==> config.mk <==
export PLATFORM = sky130hd
export DESIGN_NAME = sync_bus_rx
export DESIGN_NICKNAME = d
export VERILOG_FILES = /design/src/rtl/sync_bus_rx.sv
export SDC_FILE = /design/constraint.sdc
export NUM_CORES = 1
export LEC_CHECK = 0
export CAP_MARGIN = 15
export CORE_UTILIZATION = 25
export CTS_CLUSTER_DIAMETER = 150
export DETAILED_ROUTE_END_ITERATION = 6
export DONT_BUFFER_PORTS = 1
export GPL_TIMING_DRIVEN = 0
export PLACE_DENSITY_LB_ADDON = 0.12
export SLEW_MARGIN = 5
export SYNTH_ARGS = -nofsm -noshare
export SYNTH_HDL_FRONTEND = slang
export SYNTH_SLANG_ARGS = --single-unit
==> constraint.sdc <==
create_clock -name clk -period 3.9 [get_ports clk]
set_input_delay 0.39 -clock clk [delete_from_list [all_inputs] [get_ports clk]]
set_output_delay 0.39 -clock clk [all_outputs]
set_load 0.02 [all_outputs]
==> src/rtl/sync_bus_rx.sv <==
// Receive-side synchroniser for an asynchronous WIDTH-bit bus: raw register, per-bit level
// sync, strobe-qualified capture and toggle req/ack handshake, with held valid and sticky overrun.

module sync_bus_rx_chain #(
  parameter int STAGES = 2
) (
  input  logic clk,
  input  logic rst,
  input  logic d,
  output logic q
);
  logic [STAGES-1:0] sr;

  always_ff @(posedge clk or posedge rst)
    if (rst) sr <= '0;
    else     sr <= {sr[STAGES-2:0], d};

  assign q = sr[STAGES-1];
endmodule

module sync_bus_rx #(
  parameter int WIDTH  = 8,
  parameter int STAGES = 2
) (
  input  logic             clk,
  input  logic             rst,
  input  logic [1:0]       mode,
  input  logic [WIDTH-1:0] async_data,
  input  logic             async_stb,
  input  logic             async_req,
  input  logic             rd,
  input  logic             ovr_clr,
  output logic [WIDTH-1:0] sync_data,
  output logic             valid,
  output logic             ack,
  output logic             busy,
  output logic             overrun
);
  localparam int CW = $clog2(STAGES + 2);
  localparam logic [CW-1:0] HOLD_CNT = CW'(STAGES + 1);

  typedef enum logic {IDLE, HOLD} state_t;

  logic [WIDTH+1:0] chain_in, chain_out;
  logic [WIDTH-1:0] data_s;
  logic             stb_s, req_s;

  assign chain_in = {async_req, async_stb, async_data};

  // Every chain runs regardless of mode so a mode switch sees settled levels.
  for (genvar i = 0; i < WIDTH + 2; i++) begin : g_sync
    sync_bus_rx_chain #(.STAGES(STAGES)) u_chain (
      .clk (clk),
      .rst (rst),
      .d   (chain_in[i]),
      .q   (chain_out[i])
    );
  end

  assign data_s = chain_out[WIDTH-1:0];
  assign stb_s  = chain_out[WIDTH];
  assign req_s  = chain_out[WIDTH+1];

  logic [1:0]    mode_q;
  logic          stb_d, last_req;
  logic [CW-1:0] cnt;
  state_t        state, state_nx;
  logic          mode_chg, req_chg, cap2, cap3, cap, ovr_evt;

  assign mode_chg = (mode != mode_q);
  assign req_chg  = (req_s != last_req);
  assign cap2     = (mode == 2'd2) && !mode_chg && stb_s && !stb_d;
  assign cap      = cap2 || cap3;
  assign ovr_evt  = cap && valid && !rd;

  always_ff @(posedge clk or posedge rst)
    if (rst) state <= IDLE;
    else     state <= state_nx;

  always_comb begin
    state_nx = state;
    if (mode_chg) state_nx = IDLE;
    else begin
      case (state)
        IDLE:    if (mode == 2'd3 && req_chg) state_nx = HOLD;
        HOLD:    if (cnt <= CW'(1)) state_nx = IDLE;
        default: state_nx = IDLE;
      endcase
    end
  end

  always_comb begin
    busy = (state == HOLD);
    cap3 = (state == IDLE) && (mode == 2'd3) && !mode_chg && req_chg;
  end

  always_ff @(posedge clk or posedge rst) begin
    if (rst) begin
      mode_q    <= '0;
      stb_d     <= 1'b0;
      last_req  <= 1'b0;
      cnt       <= '0;
      sync_data <= '0;
      valid     <= 1'b0;
      ack       <= 1'b0;
      overrun   <= 1'b0;
    end else begin
      mode_q <= mode;
      stb_d  <= stb_s;
      // A mode switch re-baselines the edge detectors so existing levels never capture.
      if (mode_chg) begin
        last_req <= req_s;
        cnt      <= '0;
      end else begin
        if (cap3) begin
          last_req <= req_s;
          ack      <= ~ack;
          cnt      <= HOLD_CNT;
        end else if (state == HOLD) begin
          cnt <= cnt - CW'(1);
        end
        if (mode == 2'd0)      sync_data <= async_data;
        else if (mode == 2'd1) sync_data <= data_s;
        else if (cap)          sync_data <= async_data;
      end

      if (mode_chg) valid <= 1'b0;
      else if (cap) valid <= 1'b1;
      else if (rd)  valid <= 1'b0;

      if (ovr_evt)      overrun <= 1'b1;
      else if (ovr_clr) overrun <= 1'b0;
    end
  end
endmodule

Yosys cells after proc, flatten, opt, wreduce, memory -nomap -nowiden
Index checks and enable logic that the tools add are counted.
{"block": "op_classes", "n_addsub": 1, "n_lt_le_gt_ge": 1, "n_eq_ne": 5, "muxes": 17, "bitwise": 3, "reduce_logical": 21}
{"op": "2-to-1 mux 8 bit", "n": 3}
{"op": "2-to-1 mux 1 bit", "n": 10}
{"op": "logical AND 1 bit", "n": 9}
{"op": "nonzero test 3 bit", "n": 3}
{"op": "2-to-1 mux 2 bit", "n": 3}
{"op": "== test 2 bit (second input constant)", "n": 2}
{"op": "AND reduction 2 bit", "n": 2}
{"op": "nonzero test 2 bit", "n": 2}
{"op": "logical NOT 1 bit", "n": 3}
{"op": "inverter 1 bit", "n": 3}
{"op": "== test 2 x 1 -> 1 bit (second input constant)", "n": 1}
{"op": "less-or-equal comparator 2 x 1 -> 1 bit (second input constant)", "n": 1}
{"op": "logical NOT 2 bit", "n": 1}
{"op": "inequality test 2 bit", "n": 1}
{"op": "one-hot mux 1 bit (2 select lines)", "n": 1}
{"op": "subtractor 2 x 1 -> 2 bit (second input constant)", "n": 1}
{"op": "logical OR 1 bit", "n": 1}
{"op": "inequality test 1 bit", "n": 1}
{"block": "word_totals", "register_bits": 38, "in_bits": 16}

Longest topological paths before layout
{"block": "logic_depth", "ltp_word": 9, "depth_mapped": 5, "ltp_nobuf": 5}

Modules after synthesis
A second synthesis with hierarchy kept.
{"block": "unflattened", "hier_cells": 99, "hier_area_um2": 1410.1}
{"mod": "sync_bus_rx", "n_inst": 1, "cells_each": 69, "area_per_inst_um2": 872.1}
{"mod": "sync_bus_rx_chain", "n_inst": 10, "cells_each": 3, "area_per_inst_um2": 53.8}

Worst setup path after synthesis
OpenSTA, ideal clock, no wires.
{"block": "synth_path", "kind": "register to register", "start": "register last_req", "end": "register sync_data[0]", "arrival_time_ns": 1.446, "slack_ns": 2.329, "stages_incl_launch_ff": 6, "n_path_buf": 1, "synth_period_minus_slack_ns": 1.571, "cell_sequence": "dfrtp_1 > xnor2_1 > nor3_2 > o311a_1 > buf_6 > mux2_4"}
{"block": "synth_via", "elab_chain_cells": 5}
{"element": "start, declared", "line_no": "65", "source": "logic stb_d, last_req;"}
{"element": "start signal, assigned", "line_no": "112", "source": "last_req <= req_s;"}
{"element": "start signal, assigned", "line_no": "116", "source": "last_req <= req_s;"}
{"element": "inequality test 1 bit", "line_no": "71", "source": "assign req_chg = (req_s != last_req);"}
{"element": "logical AND 1 bit", "line_no": "94", "source": "cap3 = (state == IDLE) && (mode == 2'd3) && !mode_chg && req_chg;"}
{"element": "logical OR 1 bit", "line_no": "73", "source": "assign cap = cap2 || cap3;"}
{"element": "nonzero test 3 bit (no line)"}
{"element": "AND reduction 2 bit (no line)"}
{"element": "end signal, assigned", "line_no": "122", "source": "if (mode == 2'd0) sync_data <= async_data;"}
{"element": "end signal, assigned", "line_no": "123", "source": "else if (mode == 2'd1) sync_data <= data_s;"}
{"element": "end signal, assigned", "line_no": "124", "source": "else if (cap) sync_data <= async_data;"}
{"element": "end, declared", "line_no": "33", "source": "output logic [WIDTH-1:0] sync_data,"}
Every way passes these cells.
A chain may end at the register's enable or synchronous reset.

Worst setup path after layout
{"block": "layout_path", "start": "register state (netlist: busy)", "end": "register sync_data[6]"}
{"block": "layout_via", "elab_chain_cells": 7}
{"element": "start, declared", "line_no": "67", "source": "state_t state, state_nx;"}
{"element": "start signal, assigned", "line_no": "78", "source": "else state <= state_nx;"}
{"element": "inverter 1 bit"}
{"element": "logical AND 1 bit (3 in series)", "line_no": "94"}
{"element": "logical OR 1 bit", "line_no": "73"}
{"element": "nonzero test 3 bit (no line)"}
{"element": "AND reduction 2 bit (no line)"}
Every way passes these cells.

==> run_results.csv <==
group,metric,value,unit
pwr,p_leak,0.660,nW
cts,cts_tree,"yes",
placement,gp_congestion,0.690,
status,status,"finished, final reports clean",
placement,io_buffers,0,
floorplan,core_area,0.00520,mm²
run,max-cap-violations,0,
critical_path,cp.required,4.07,ns
global_route,grt_pass1_vias,735,
synthesis,syn-num-nets,104,
synthesis,ys_types,22,
cts,clockBufferDepth,2,
sta,rsz0062_at_grt,"false",
routing,wl_per_cell,14.3,µm
pwr,irDropWorstVdd,0.000217,V
synthesis,ys_seq_area_share,69.3,%
critical_path,rrSetupSlack,2.16,ns
sta,clock_skew,0.00474,ns
critical_path,criticalPathCategory,"reg -> reg",
floorplan,initial_core_util,26.3,%
global_route,grt.overflow.total,0,
global_route,antenna_found_initial,0,
routing,remaining_drc_errors,0,
sta,finalCritPeriodShare,44.7,%
final_layout,finalNetCount,111,
synthesis,ys_ff_latch,38,
routing,num_vias,685,
sta,worst_slack,2.16,ns
critical_path,reg2reg_depth,4,
pwr,powerDensity,568,mW/mm²
critical_path,arrival,1.92,ns
final_layout,drive_gt1_share,29.5,%
floorplan,io_pins,28,
routing,ant_nets,0,
cts,cts.repair.resized,0,
critical_path,path_max_fanout,8,
sta,tightest_slew,0.775,ns
critical_path,worstSetupStartpointType,"flop",
floorplan,dieWidth,76.1,µm
final_layout,design_area,0.00155,mm²
routing,viasPerCell,4.15,
floorplan,num_rows,26,
cts,htree_levels,2,
global_route,grt_max_degree,39,
placement,pre_cts_slack,2.14,ns
cts,hold_buffers,0,
cts,cts_root_buffer,"clkbuf_8",
sta,fin_crit,1.74,ns
critical_path,reg2reg_from,"busy$_DFF_PP0_",
critical_path,critPathCaptureType,"flop",
routing,dr.pass1.iters,2,
routing,wirelength,2360,µm
floorplan,die_h,76.1,µm
cts,clk_pin_slew_worst_paths,0.08,ns
sta,slew_headroom,48.3,%
sta,max_freq,573,MHz
placement,hpwl,1550,µm
sta,finalMaxSlewViolations,0,
critical_path,r2r_end,"sync_data[6]$_DFFE_PP0P_",
cts,clk_latency,0.28,ns
hold_path,min-delay-path-class,"in -> async",
sta,setup_violations,0,
final_layout,diodes,0,
final_layout,syn_to_final_growth,13.3,%
placement,place_area,0.00146,mm²
floorplan,dieArea,0.00579,mm²
cts,cts_setup_buffers,0,
synthesis,ys_warn_count,0,
routing,first_iter_violations,22,
synthesis,syn_area,0.00137,mm²
synthesis,synth_cells,87,
cts,clock-sinks,38,
cts,cts_buffers,5,
global_route,grt_usage,9.08,%
sta,fin_tns_setup,0,ns
global_route,grt_pass1_wl,3870,µm
synthesis,syn_avg_cell_area,15.8,µm²
sta,final-hold-violation-count,0,
[placed cells by master (no fill, tap or decap), types with 3 or more instances in the layout]
| cell | Yosys | layout |
|---|---|---|
| nand2_1 | 3 | 3 |
| mux2_2 | 9 | 9 |
| clkbuf_8 | 0 | 6 |
| xnor2_1 | 4 | 4 |
| dfrtp_1 | 38 | 38 |
| nor2_1 | 3 | 3 |
| mux2_4 | 8 | 8 |
| inv_1 | 5 | 4 |
| a21oi_1 | 3 | 3 |
[cells in the mapped netlist]
| cell type | number | area [µm²] |
|---|---|---|
| dfrtp_1 | 38 | 951 |
| mux2_2 | 9 | 101 |
| mux2_4 | 8 | 120 |
| inv_1 | 5 | 18.8 |
| xnor2_1 | 4 | 35.0 |
| a21oi_1 | 3 | 15.0 |
| nand2_1 | 3 | 11.3 |
| nor2_1 | 3 | 11.3 |
| a211oi_1 | 1 | 7.51 |
| a31oi_1 | 1 | 6.26 |
| buf_1 | 1 | 3.75 |
| buf_6 | 1 | 11.3 |
| ha_1 | 1 | 12.5 |
| nand2b_1 | 1 | 6.26 |
| nand3_1 | 1 | 5.00 |
| nor2b_1 | 1 | 6.26 |
| nor3_1 | 1 | 5.00 |
| nor3_2 | 1 | 10.0 |
| nor3b_1 | 1 | 7.51 |
| o21bai_1 | 1 | 7.51 |
| o311a_1 | 1 | 10.0 |
| o32ai_1 | 1 | 8.76 |
[critical path, cell delays in order (launching register included)]
cell	delay, ns
dfrtp_1	0.53
nor3_2	0.38
o311a_1	0.23
buf_6	0.18
mux2_4	0.31
[registers in the layout, summed over array words and instances (netlist names)]
| signal | count |
|---|---|
| g_sync.u_chain.sr | 20 |
| sync_data | 8 |
| cnt | 2 |
| mode_q | 2 |
| ack | 1 |
| busy | 1 |
| last_req | 1 |
| overrun | 1 |
| stb_d | 1 |
| valid | 1 |
[metrics by stage]
| stage | utilization [%] | hold WS, ns | total power, mW | cells |
|---|---|---|---|---|
| 2_1_floorplan | - | 0.331 | 0.593 | 87 |
| 3_3_place_gp | 28.0 | 0.332 | 0.612 | 157 |
| 3_5_place_dp | 28.0 | 0.336 | 0.617 | 157 |
| 4_1_cts | 29.9 | 0.109 | 0.904 | 165 |
| 5_1_grt | 29.9 | 0.0994 | 0.934 | 165 |
| 6_report | 29.9 | 0.118 | 0.882 | 165 |
[logic make-up (layout without fill, tap and decap cells)]
kind of cell,after synthesis,after routing,share of synthesized area (%)
AO/OA/AOI/OAI,8,8,4.02
XOR/XNOR,4,4,2.55
multiplexers,17,17,16.2
adder cells (fa/ha/maj),1,1,0.912
flip-flops,38,38,69.3
buffers and inverters,7,15,2.46
AND/OR/NAND/NOR,12,12,4.56
[how the worst max path moves through the flow]
stage | start | endpoint | cells past startpoint
after global placement | mode[0] | sync_data[0]$_DFFE_PP0P_ | 4
after global routing | busy$_DFF_PP0_ | sync_data[7]$_DFFE_PP0P_ | 4
after detailed placement | mode[0] | sync_data[6]$_DFFE_PP0P_ | 4
after CTS | busy$_DFF_PP0_ | sync_data[6]$_DFFE_PP0P_ | 4
final | busy$_DFF_PP0_ | sync_data[6]$_DFFE_PP0P_ | 4
after floorplan | last_req$_DFFE_PP0P_ | sync_data[0]$_DFFE_PP0P_ | 5
[cell type report]
type	count	area, µm²
buffer	2	15.0
clock buffer	6	82.6
clock inverter	2	12.5
fill	543	3650
inverter	5	18.8
multi-input combinational	42	387
sequential	38	951
tap	70	87.6
[power by group]
group,switching [mW],internal (mW),total (mW),leakage (nW)
Combinational,0.0344,0.0569,0.0913,0.158
Clock,0.135,0.142,0.277,0.0472
Sequential,0.0729,0.441,0.514,0.455
Total,0.242,0.640,0.882,0.660
[layer usage]
layer | track usage, % | wire length, µm | vias up
met4 | 5.38 | 38 | 0
met5 | 0 | 0 | -
met2 | 13.6 | 1140 | 23
li1 | - | - | 307
met3 | 4.67 | 195 | 4
met1 | 10.3 | 987 | 351
Power figures use the tool's default switching activity.
